<file path="config.mk">
export PLATFORM = sky130hd
export DESIGN_NAME = pipe_addsub
export DESIGN_NICKNAME = d
export VERILOG_FILES = /design/src/rtl/pipe_addsub_pkg.sv /design/src/rtl/pipe_addsub_seg.sv /design/src/rtl/pipe_addsub.sv
export SDC_FILE = /design/constraint.sdc
export NUM_CORES = 1
export LEC_CHECK = 0
export ABC_AREA = 1
export ABC_CLOCK_PERIOD_IN_PS = 2600
export CORE_MARGIN = 2
export CORE_UTILIZATION = 48
export CTS_CLUSTER_SIZE = 24
export DETAILED_ROUTE_END_ITERATION = 6
export PLACE_DENSITY = 0.76
export SLEW_MARGIN = 20
export SYNTH_ARGS = -nofsm -noshare
export SYNTH_HDL_FRONTEND = slang
export SYNTH_HIERARCHICAL = 1
export SYNTH_SLANG_ARGS = --single-unit
export TNS_END_PERCENT = 1
</file>
<file path="constraint.sdc">
create_clock -name clk -period 2.6 [get_ports clk]
set_input_delay 0.26 -clock clk [delete_from_list [all_inputs] [get_ports clk]]
set_output_delay 0.26 -clock clk [all_outputs]
set_load 0.05 [all_outputs]
</file>
<file path="src/rtl/pipe_addsub_pkg.sv">
// pipe_addsub_pkg: shared opcodes, stage-register bundle and overflow helper for pipe_addsub.
// The stage bundle is sized for the widest supported datapath (MAX_WIDTH); narrower
// instances simply leave the upper bits at zero.
package pipe_addsub_pkg;

    localparam logic OP_ADD = 1'b0;
    localparam logic OP_SUB = 1'b1;
    localparam int MAX_WIDTH = 64;

    typedef struct packed {
        logic                 valid;
        logic                 op;
        logic                 carry;
        logic                 ovf;
        logic [MAX_WIDTH-1:0] psum;
        logic [MAX_WIDTH-1:0] a_rem;
        logic [MAX_WIDTH-1:0] b_rem;
    } stage_t;

    function automatic logic ovf_of(input logic a_msb, input logic b_msb, input logic s_msb);
        return (a_msb == b_msb) && (s_msb != a_msb);
    endfunction

endpackage

</file>
<file path="src/rtl/pipe_addsub_seg.sv">
// seg_add: W-bit combinational adder with carry in/out, one per pipeline stage.
// Ports: i_a, i_b operands; i_ci carry in; o_s sum; o_co carry out.
module seg_add #(
    parameter int W = 8
) (
    input  logic [W-1:0] i_a,
    input  logic [W-1:0] i_b,
    input  logic         i_ci,
    output logic [W-1:0] o_s,
    output logic         o_co
);
    assign {o_co, o_s} = {1'b0, i_a} + {1'b0, i_b} + {{W{1'b0}}, i_ci};
endmodule

</file>
<file path="src/rtl/pipe_addsub.sv">
// pipe_addsub: STAGES-deep segmented add/subtract pipeline with valid/ready flow control.
// Ports: clk, rst_n (sync, active-low); in_valid/in_ready + a, b, cin, op input beat;
// out_valid/out_ready + sum, cout, ovf result beat; busy = any stage occupied.
// Subtract is a + ~b + ~cin, so cout=1 means no borrow.
module pipe_addsub
    import pipe_addsub_pkg::*;
#(
    parameter int WIDTH  = 32,
    parameter int STAGES = 4
) (
    input  logic             clk,
    input  logic             rst_n,
    input  logic             in_valid,
    output logic             in_ready,
    input  logic [WIDTH-1:0] a,
    input  logic [WIDTH-1:0] b,
    input  logic             cin,
    input  logic             op,
    output logic             out_valid,
    input  logic             out_ready,
    output logic [WIDTH-1:0] sum,
    output logic             cout,
    output logic             ovf,
    output logic             busy
);
    localparam int SEG = WIDTH / STAGES;

    if ((WIDTH % STAGES) != 0 || WIDTH > MAX_WIDTH) begin : g_bad_cfg
        $error("pipe_addsub: WIDTH must be a multiple of STAGES and at most MAX_WIDTH");
    end

    stage_t r_stg [STAGES];
    stage_t w_src [STAGES];
    stage_t w_nxt [STAGES];
    logic   w_adv;
    logic   w_busy;

    assign w_adv     = !r_stg[STAGES-1].valid || out_ready;
    assign in_ready  = w_adv;
    assign out_valid = r_stg[STAGES-1].valid;
    assign sum       = r_stg[STAGES-1].psum[WIDTH-1:0];
    assign cout      = r_stg[STAGES-1].carry;
    assign ovf       = r_stg[STAGES-1].ovf;
    assign busy      = w_busy;

    always_comb begin
        w_busy = 1'b0;
        for (int i = 0; i < STAGES; i++) w_busy = w_busy | r_stg[i].valid;
    end

    for (genvar k = 0; k < STAGES; k++) begin : g_stg
        logic [SEG-1:0] w_ea;
        logic [SEG-1:0] w_eb;
        logic [SEG-1:0] w_s;
        logic           w_co;
        stage_t         w_n;

        // Stage 0 takes the raw beat; the carry-in is inverted for subtract.
        if (k == 0) begin : g_in
            assign w_src[k] = '{valid: in_valid, op: op, carry: (op == OP_SUB) ? ~cin : cin,
                                ovf: 1'b0, psum: '0, a_rem: MAX_WIDTH'(a), b_rem: MAX_WIDTH'(b)};
        end else begin : g_mid
            assign w_src[k] = r_stg[k-1];
        end

        // Operands are kept right-aligned so each stage always works on the low SEG bits.
        assign w_ea = w_src[k].a_rem[SEG-1:0];
        assign w_eb = (w_src[k].op == OP_SUB) ? ~w_src[k].b_rem[SEG-1:0] : w_src[k].b_rem[SEG-1:0];

        seg_add #(.W(SEG)) u_seg (
            .i_a  (w_ea),
            .i_b  (w_eb),
            .i_ci (w_src[k].carry),
            .o_s  (w_s),
            .o_co (w_co)
        );

        always_comb begin
            w_n       = w_src[k];
            w_n.carry = w_co;
            w_n.psum  = w_src[k].psum | (MAX_WIDTH'(w_s) << (k * SEG));
            w_n.a_rem = w_src[k].a_rem >> SEG;
            w_n.b_rem = w_src[k].b_rem >> SEG;
            w_n.ovf   = (k == STAGES - 1) ? ovf_of(w_ea[SEG-1], w_eb[SEG-1], w_s[SEG-1]) : 1'b0;
        end

        assign w_nxt[k] = w_n;
    end

    always_ff @(posedge clk) begin
        if (!rst_n) begin
            for (int i = 0; i < STAGES; i++) r_stg[i] <= '0;
        end else if (w_adv) begin
            r_stg <= w_nxt;
        end
    end

endmodule

</file>
==> results of run 1 <==
==> per-stage QoR <==
step                setup slack, ps  cell area, um^2  power, uW
floorplan                       496             8610       4240
global placement                132             9500       4540
detailed placement             92.7             9500       4560
CTS                             496            10100       7130
global route                    359            10100       7420
finish                          487            10100       7070
==> per-layer routing <==
layer	up-vias	share of wire, %	track usage (%)
met4	0	1.2	5.84
met3	14	4.7	4.06
met5	-	0	0
met1	3028	52	28.5
met2	163	42	27.3
li1	3635	-	-
==> state kept, by name (all words and copies together) (netlist names) <==
| name | flops |
|---|---|
| r_stg | 75 |
| g_stg.w_n | 54 |
| sum | 32 |
| g_stg.w_ea | 24 |
| cout | 1 |
| out_valid | 1 |
| ovf | 1 |
==> cells in the final DEF (no fill, tap or decap), types with 8 or more instances in the layout <==
master | netlist | layout
dfxtp_1 | 188 | 188
clkdlybuf4s50_1 | 0 | 104
a21oi_1 | 17 | 17
nand3_1 | 14 | 14
xor2_1 | 36 | 36
or2_4 | 8 | 8
clkbuf_16 | 0 | 17
o21ai_0 | 151 | 151
inv_1 | 36 | 36
fa_1 | 8 | 8
o21ai_1 | 36 | 36
nor2_1 | 374 | 374
nand2_1 | 94 | 94
xnor2_1 | 8 | 8
ha_1 | 28 | 28
nand2_2 | 12 | 12
==> cell type report <==
| cell class | instances | area, um^2 |
|---|---|---|
| Clock inverter | 12 | 139 |
| Inverter | 41 | 159 |
| Clock buffer | 19 | 443 |
| Tap cell | 225 | 282 |
| Timing Repair Buffer | 117 | 1210 |
| Multi-Input combinational cell | 804 | 4080 |
| Fill cell | 1627 | 7330 |
| Sequential cell | 188 | 3760 |
==> worst max-delay path by stage <==
stage | startpoint | endpoint | slack (ps) | depth (start not counted)
after floorplan | g_stg[1].w_n[194]$_SDFFE_PN0P_ | r_stg[585]$_SDFFE_PN0P_ | 500 | 12
after global placement | op | r_stg[781]$_SDFFE_PN0P_ | 130 | 12
after detailed placement | op | r_stg[781]$_SDFFE_PN0P_ | 90 | 12
after CTS | g_stg[3].w_n[194]$_SDFFE_PN0P_ | cout$_SDFFE_PN0P_ | 500 | 11
after global routing | g_stg[2].w_n[194]$_SDFFE_PN0P_ | r_stg[346]$_SDFFE_PN0P_ | 360 | 11
final | g_stg[3].w_n[194]$_SDFFE_PN0P_ | cout$_SDFFE_PN0P_ | 490 | 11
==> power groups by stage <==
stage               clock network (uW)  registers [uW]  logic [uW]
floorplan                            0            3270         972
global placement                     0            3300        1250
global route                      2730            3270        1430
CTS                               2620            3240        1280
detailed placement                   0            3300        1260
finish                            2550            3240        1270
==> cells in the mapped netlist, types with 4 or more instances <==
cell	number
nor2_1	374
dfxtp_1	188
o21ai_0	151
nand2_1	94
buf_4	44
inv_1	36
o21ai_1	36
xor2_1	36
ha_1	28
clkbuf_1	21
buf_2	18
a21oi_1	17
nand3_1	14
nand2_2	12
clkbuf_2	8
fa_1	8
or2_4	8
xnor2_1	8
buf_6	6
inv_2	4
nand3_2	4
nand3b_1	4
nand3b_4	4
nor2_2	4
==> logic make-up (layout without fill, tap and decap cells) <==
family,count (synthesis),in the layout,synth area share [%]
and+or+nand+nor,519,519,25.1
AOI/OAI and AO/OA,205,205,11.9
DFF,188,188,43.7
buffers and inverters,138,189,8.87
xor gates and xnor gates,44,44,4.48
adders and majority gates,36,36,5.93
==> critical path: cells and delay by family, from the launching register on <==
| kind | cells | cell delay, ps |
|---|---|---|
| fa+ha+maj | 2 | 870 |
| simple gates | 8 | 660 |
| flops | 1 | 320 |
| xor+xnor | 1 | 170 |
==> flow_summary.yaml, run 1 <==
status:
  outcome: "finished with violations"
  violations: "DRC"
sta:
  hold-worst-slack_ps: 307
  fmax_ghz: 0.473
  post-route-min-period_ps: 2110
  fin_setup_tns_ps: 0
  final.setup_skew_ps: 6.53
  finalSetupViolations: 0
  rsz0062_at_grt: "no"
  finalHoldViolCount: 0
  timing_worst_slew_pin_value_ps: 559
  min_period_over_period_pct: 81.3
  relative_slew_slack_pct: 62.8
  pins_over_their_slew_limit: 0
route:
  routed_vias_inst: 4.86
  first_iter_violations: 544
  first_pass_iters: 7
  drtAntennaViolNets: 0
  post_drt_wl_per_cell_um: 12.4
  drcViolationCount: 1
  vias: 6840
  totalWireLength_um: 17500
placed_design:
  count_of_input_and_output_buffers: 106
  globalplace.congestion: 0.867
  hpwl_um: 11300
  post-place-cells: 1375
die:
  die_area_um2: 19000
  num_io_pins: 107
  fp.coreArea_um2: 17400
  num_rows: 48
  die_width_um: 138
  starting_density_of_the_core_pct: 49.4
  die-height_um: 138
critical_path:
  timing_worst_setup_path_type: "register to register"
  worst_r2r_endpoint: "cout$_SDFFE_PN0P_"
  cpMostUsedCell: "nand2_1"
  cpMaxStageDelayCell: "fa_1"
  critical_path.endpoint_type: "register"
  critPathMaxStageDelay_ps: 440
  cp_max_fo: 2
  worst_ep_required_time_ps: 2920
  ff2ff_path_depth: 11
  regToRegStartpoint: "g_stg[3].w_n[194]$_SDFFE_PN0P_"
  regToRegSetupSlack_ps: 490
  worstPathCellList: "xor2_1 > fa_1 > fa_1 > nand2_1 > nand2_1 > nand3b_4 > nand2_1 > nand2_1 > nand2_1 > nor2_1 > nor2_1"
  arrival_ps: 2440
  cp-start-kind: "register"
synthesis:
  synth-seq-cells: 188
  synth_edf_count: 0
  main_flop_type_after_synthesis: "dfxtp_1"
  yosys-top-cells-area: "dfxtp_1, nor2_1, o21ai_0"
  synth.cell_area_um2: 8610
  synth.lib_cells_used.distinct: 27
  synth_top_cell_by_area: "dfxtp_1"
  post_synth.cell_area_avg_um2: 7.62
  synthesis.nets: 1236
  synth_seq_area_share_pct: 43.7
  synthCells: 1130
  synth_async_sr_flop_share_pct: 0
  yosysTopAreaCellShare_pct: 43.7
  synth-warning-count: 6
hold_path:
  min_path_type: "input pin to register"
  worstHoldPathCells: 3
  worst_hold_path.endpoint: "sum[27]$_SDFFE_PN0P_"
  worst_hold_startpoint: "rst_n"
layout:
  fin_util_pct: 57.9
  finalNetCount: 1275
  layout-area-overhead-vs-synth_pct: 17.1
  insertedDiodeCount: 0
  finalNonFillerCells: 1406
  layout-drive-gt1-share_pct: 6.86
global_routing:
  first_global_vias: 6209
  gr-total-overflow: 0
  grt_antenna_before_repair: 0
  grt_first_pass_wirelength_um: 29300
  grt_start_max_net_pins: 155
  grt.total_usage_pct: 19.1
power_and_ir_drop:
  sequential_power_share_pct: 45.9
  internal_power_uw: 5110
  power_frac_comb_pct: 18.0
  p_clk_share_pct: 36.1
  net-switching-power_uw: 1960
  p_leak_uw: 0.00441
  max-vdd-ir-drop_uv: 553
  pwr_density_cell_nw_per_um2: 701
  swShare_pct: 27.7
clocking:
  max-clock-path-buffers: 2
  clock_tree_from_tritoncts: "yes"
  clock_tree.root_cell: "clkbuf_16"
  clock_latency_ps: 430
  post_cts_resized: 0
  htree_num_levels: 4
  cts_hold_repair.buffers: 0
  clock_slew_at_the_register_clock_pins_of_the_worst_setup_and_hold_paths_ps: 70
  clock-sinks: 188
  numCtsBuffers: 17
  postCtsSetupBuffers: 0
run:
  max_cap_violations: 0
(Power assumes the default switching activity.)
==> run 2: changes to the inputs <==
--- a/config.mk
+++ b/config.mk
@@ -6,12 +6,12 @@
 export NUM_CORES = 1
 export LEC_CHECK = 0
 export ABC_AREA = 1
-export ABC_CLOCK_PERIOD_IN_PS = 2600
+export ABC_CLOCK_PERIOD_IN_PS = 1930
 export CORE_MARGIN = 2
 export CORE_UTILIZATION = 48
 export CTS_CLUSTER_SIZE = 24
 export DETAILED_ROUTE_END_ITERATION = 6
-export PLACE_DENSITY = 0.76
+export PLACE_DENSITY = 0.78
 export SLEW_MARGIN = 20
 export SYNTH_ARGS = -nofsm -noshare
 export SYNTH_HDL_FRONTEND = slang
==> constraint.sdc (replaced) <==
create_clock -name clk -period 1.93 [get_ports clk]
set_input_delay 0.193 -clock clk [delete_from_list [all_inputs] [get_ports clk]]
set_output_delay 0.193 -clock clk [all_outputs]
set_load 0.05 [all_outputs]
==> flow_summary.yaml, run 2 (synthesized netlist as in run 1, its figures left out) <==
status:
  outcome: "finished with violations"
  violations: "setup timing"
critical_path:
  critPathMaxStageDelay_ps: 410
  cpMaxStageDelayCell: "fa_2"
  critical_path_depth: 11
  cp-start-kind: "register"
  ff2ff_path_depth: 11
  worstPathCellList: "xor2_1 > fa_2 > fa_2 > nand2_2 > nand2_4 > nand3b_4 > nand2_2 > nand2_1 > nand2_1 > nor2_2 > nor2_1"
  critPathBufInv: 0
  worst_ep_required_time_ps: 2250
  critical_path.top_delay_family: "adder cells"
  cp_max_fo: 2
  arrival_ps: 2310
  timing_worst_setup_path_type: "register to register"
  critical_path.endpoint_type: "register"
run:
  max_cap_violations: 0
clocking:
  clock_tree.root_cell: "clkbuf_16"
  clock-sinks: 188
  max-clock-path-buffers: 2
  clock_slew_at_the_register_clock_pins_of_the_worst_setup_and_hold_paths_ps: 70
  clock_latency_ps: 430
  htree_num_levels: 4
  clock_tree_from_tritoncts: "yes"
  numCtsBuffers: 17
  cts_hold_repair.buffers: 0
hold_path:
  worstHoldPathCells: 3
  min_path_type: "input pin to register"
route:
  drcViolationCount: 0
  drtAntennaViolNets: 0
  vias: 7108
  totalWireLength_um: 18400
  post_drt_wl_per_cell_um: 12.8
  routed_vias_inst: 4.96
  first_pass_iters: 5
  first_iter_violations: 646
global_routing:
  first_global_vias: 6654
  grt_first_pass_wirelength_um: 30500
  grt_start_max_net_pins: 120
  gr-total-overflow: 0
  grt_antenna_before_repair: 0
  grt.total_usage_pct: 19.9
power_and_ir_drop:
  power_frac_comb_pct: 18.9
  internal_power_uw: 7120
  sequential_power_share_pct: 44.5
  pwr_density_cell_nw_per_um2: 935
  p_leak_uw: 0.00460
  net-switching-power_uw: 2700
  swShare_pct: 27.5
  p_clk_share_pct: 36.6
  max-vdd-ir-drop_uv: 702
sta:
  setup_slack_ps: -63.1
  finalHoldViolCount: 0
  fin_setup_tns_ps: -258
  timing_worst_slew_pin_value_ps: 537
  fmax_ghz: 0.502
  post-route-min-period_ps: 1990
  min_period_over_period_pct: 103
  relative_slew_slack_pct: 64.1
  finalSetupViolations: 9
  pins_over_their_slew_limit: 0
  rsz0062_at_grt: "yes"
  final.setup_skew_ps: 8.36
layout:
  finalNetCount: 1301
  stdcell_area_um2: 10500
  fin_util_pct: 60.3
  seqCellArea_um2: 3770
  registers.top_by_ff_count: "r_stg"
  layout-area-overhead-vs-synth_pct: 22.0
  largest_reg_flops: 75
  layout-drive-gt1-share_pct: 11.8
  multiInputGateArea_um2: 4200
  mostFrequentLayoutCells: "nor2_1, dfxtp_1, o21ai_0, clkdlybuf4s50_1, nand2_1"
  layout.cells.most_common: "nor2_1"
  fillers: 1536
  insertedDiodeCount: 0
  finalNonFillerCells: 1433
die:
  die-height_um: 138
  num_io_pins: 107
  num_rows: 48
  die_area_um2: 19000
  fp.coreArea_um2: 17400
  die_width_um: 138
  starting_density_of_the_core_pct: 49.4
placed_design:
  place_worst_setup_slack_ps: -443
  detailed_place.area_um2: 9730
  post-place-cells: 1394
  count_of_input_and_output_buffers: 106
  hpwl_um: 11700
  globalplace.congestion: 0.852
## run 2: cell count changes in the layout (fill, tap and decap cells not counted), moves of 4 or more
cell	before	now
buf_4	7	26
nand2_1	94	81
nand2_2	12	23
fa_1	8	0
fa_2	0	8
buf_12	6	11
clkbuf_8	1	5
## run 2: worst paths after layout
check	from	to	slack, ps
min reg2reg	g_stg[3].w_n[195]$_SDFFE_PN0P_	g_stg[3].w_n[195]$_SDFFE_PN0P_	470
min	rst_n	sum[17]$_SDFFE_PN0P_	240
max reg2reg	g_stg[1].w_n[194]$_SDFFE_PN0P_	r_stg[534]$_SDFFE_PN0P_	-60
max	g_stg[1].w_n[194]$_SDFFE_PN0P_	r_stg[534]$_SDFFE_PN0P_	-60
## run 2: area by class of cell
type | instances | area share (%)
sequential | 188 | 35.9
timing repair buffer | 143 | 14.1
tap | 225 | 2.68
inverter | 41 | 1.51
clock inverter | 10 | 1.18
multi-input combinational | 804 | 40.0
clock buffer | 22 | 4.70
## run 2: per-layer routing
metal / wire, um / track usage (%) / vias up
li1: - / - / 3672
met1: 8980 / 28.0 / 3254
met2: 8250 / 30.9 / 154
met3: 803 / 3.55 / 28
met4: 339 / 6.80 / 0
met5: 0 / 0 / -
## run 2: power by group through the flow
stage	combinational [uW]	sequential, uW	clock [uW]
floorplan	1320	4410	0
global placement	1740	4440	0
detailed placement	1780	4450	0
CTS	1810	4370	3660
global route	2060	4410	3810
finish	1850	4370	3600
## run 2: what timing repair did
action                     4_1_cts  5_1_grt
gates resized for setup         10       22
setup buffers                    3        4
setup endpoints to repair        8       19
pin swaps                       12       30
cloned                           0        0
## run 2: worst reg2reg max path, stage by stage, from the launching register on
cell      delay [ps]
dfxtp_2          330
xor2_1           180
fa_2             410
fa_2             360
nand2_2          100
nand2_4           70
nand3b_4          80
nand2_2           50
nand2_1           60
nand2_1           80
nor2_2           120
nor2_1            50
## run 2: stage by stage
| step | power (uW) | hold WS, ps |
|---|---|---|
| 6_report | 9820 | 241 |
| 5_1_grt | 10300 | 259 |
| 4_1_cts | 9840 | 227 |
| 3_5_place_dp | 6230 | 459 |
| 3_3_place_gp | 6180 | 454 |
| 2_1_floorplan | 5720 | 328 |
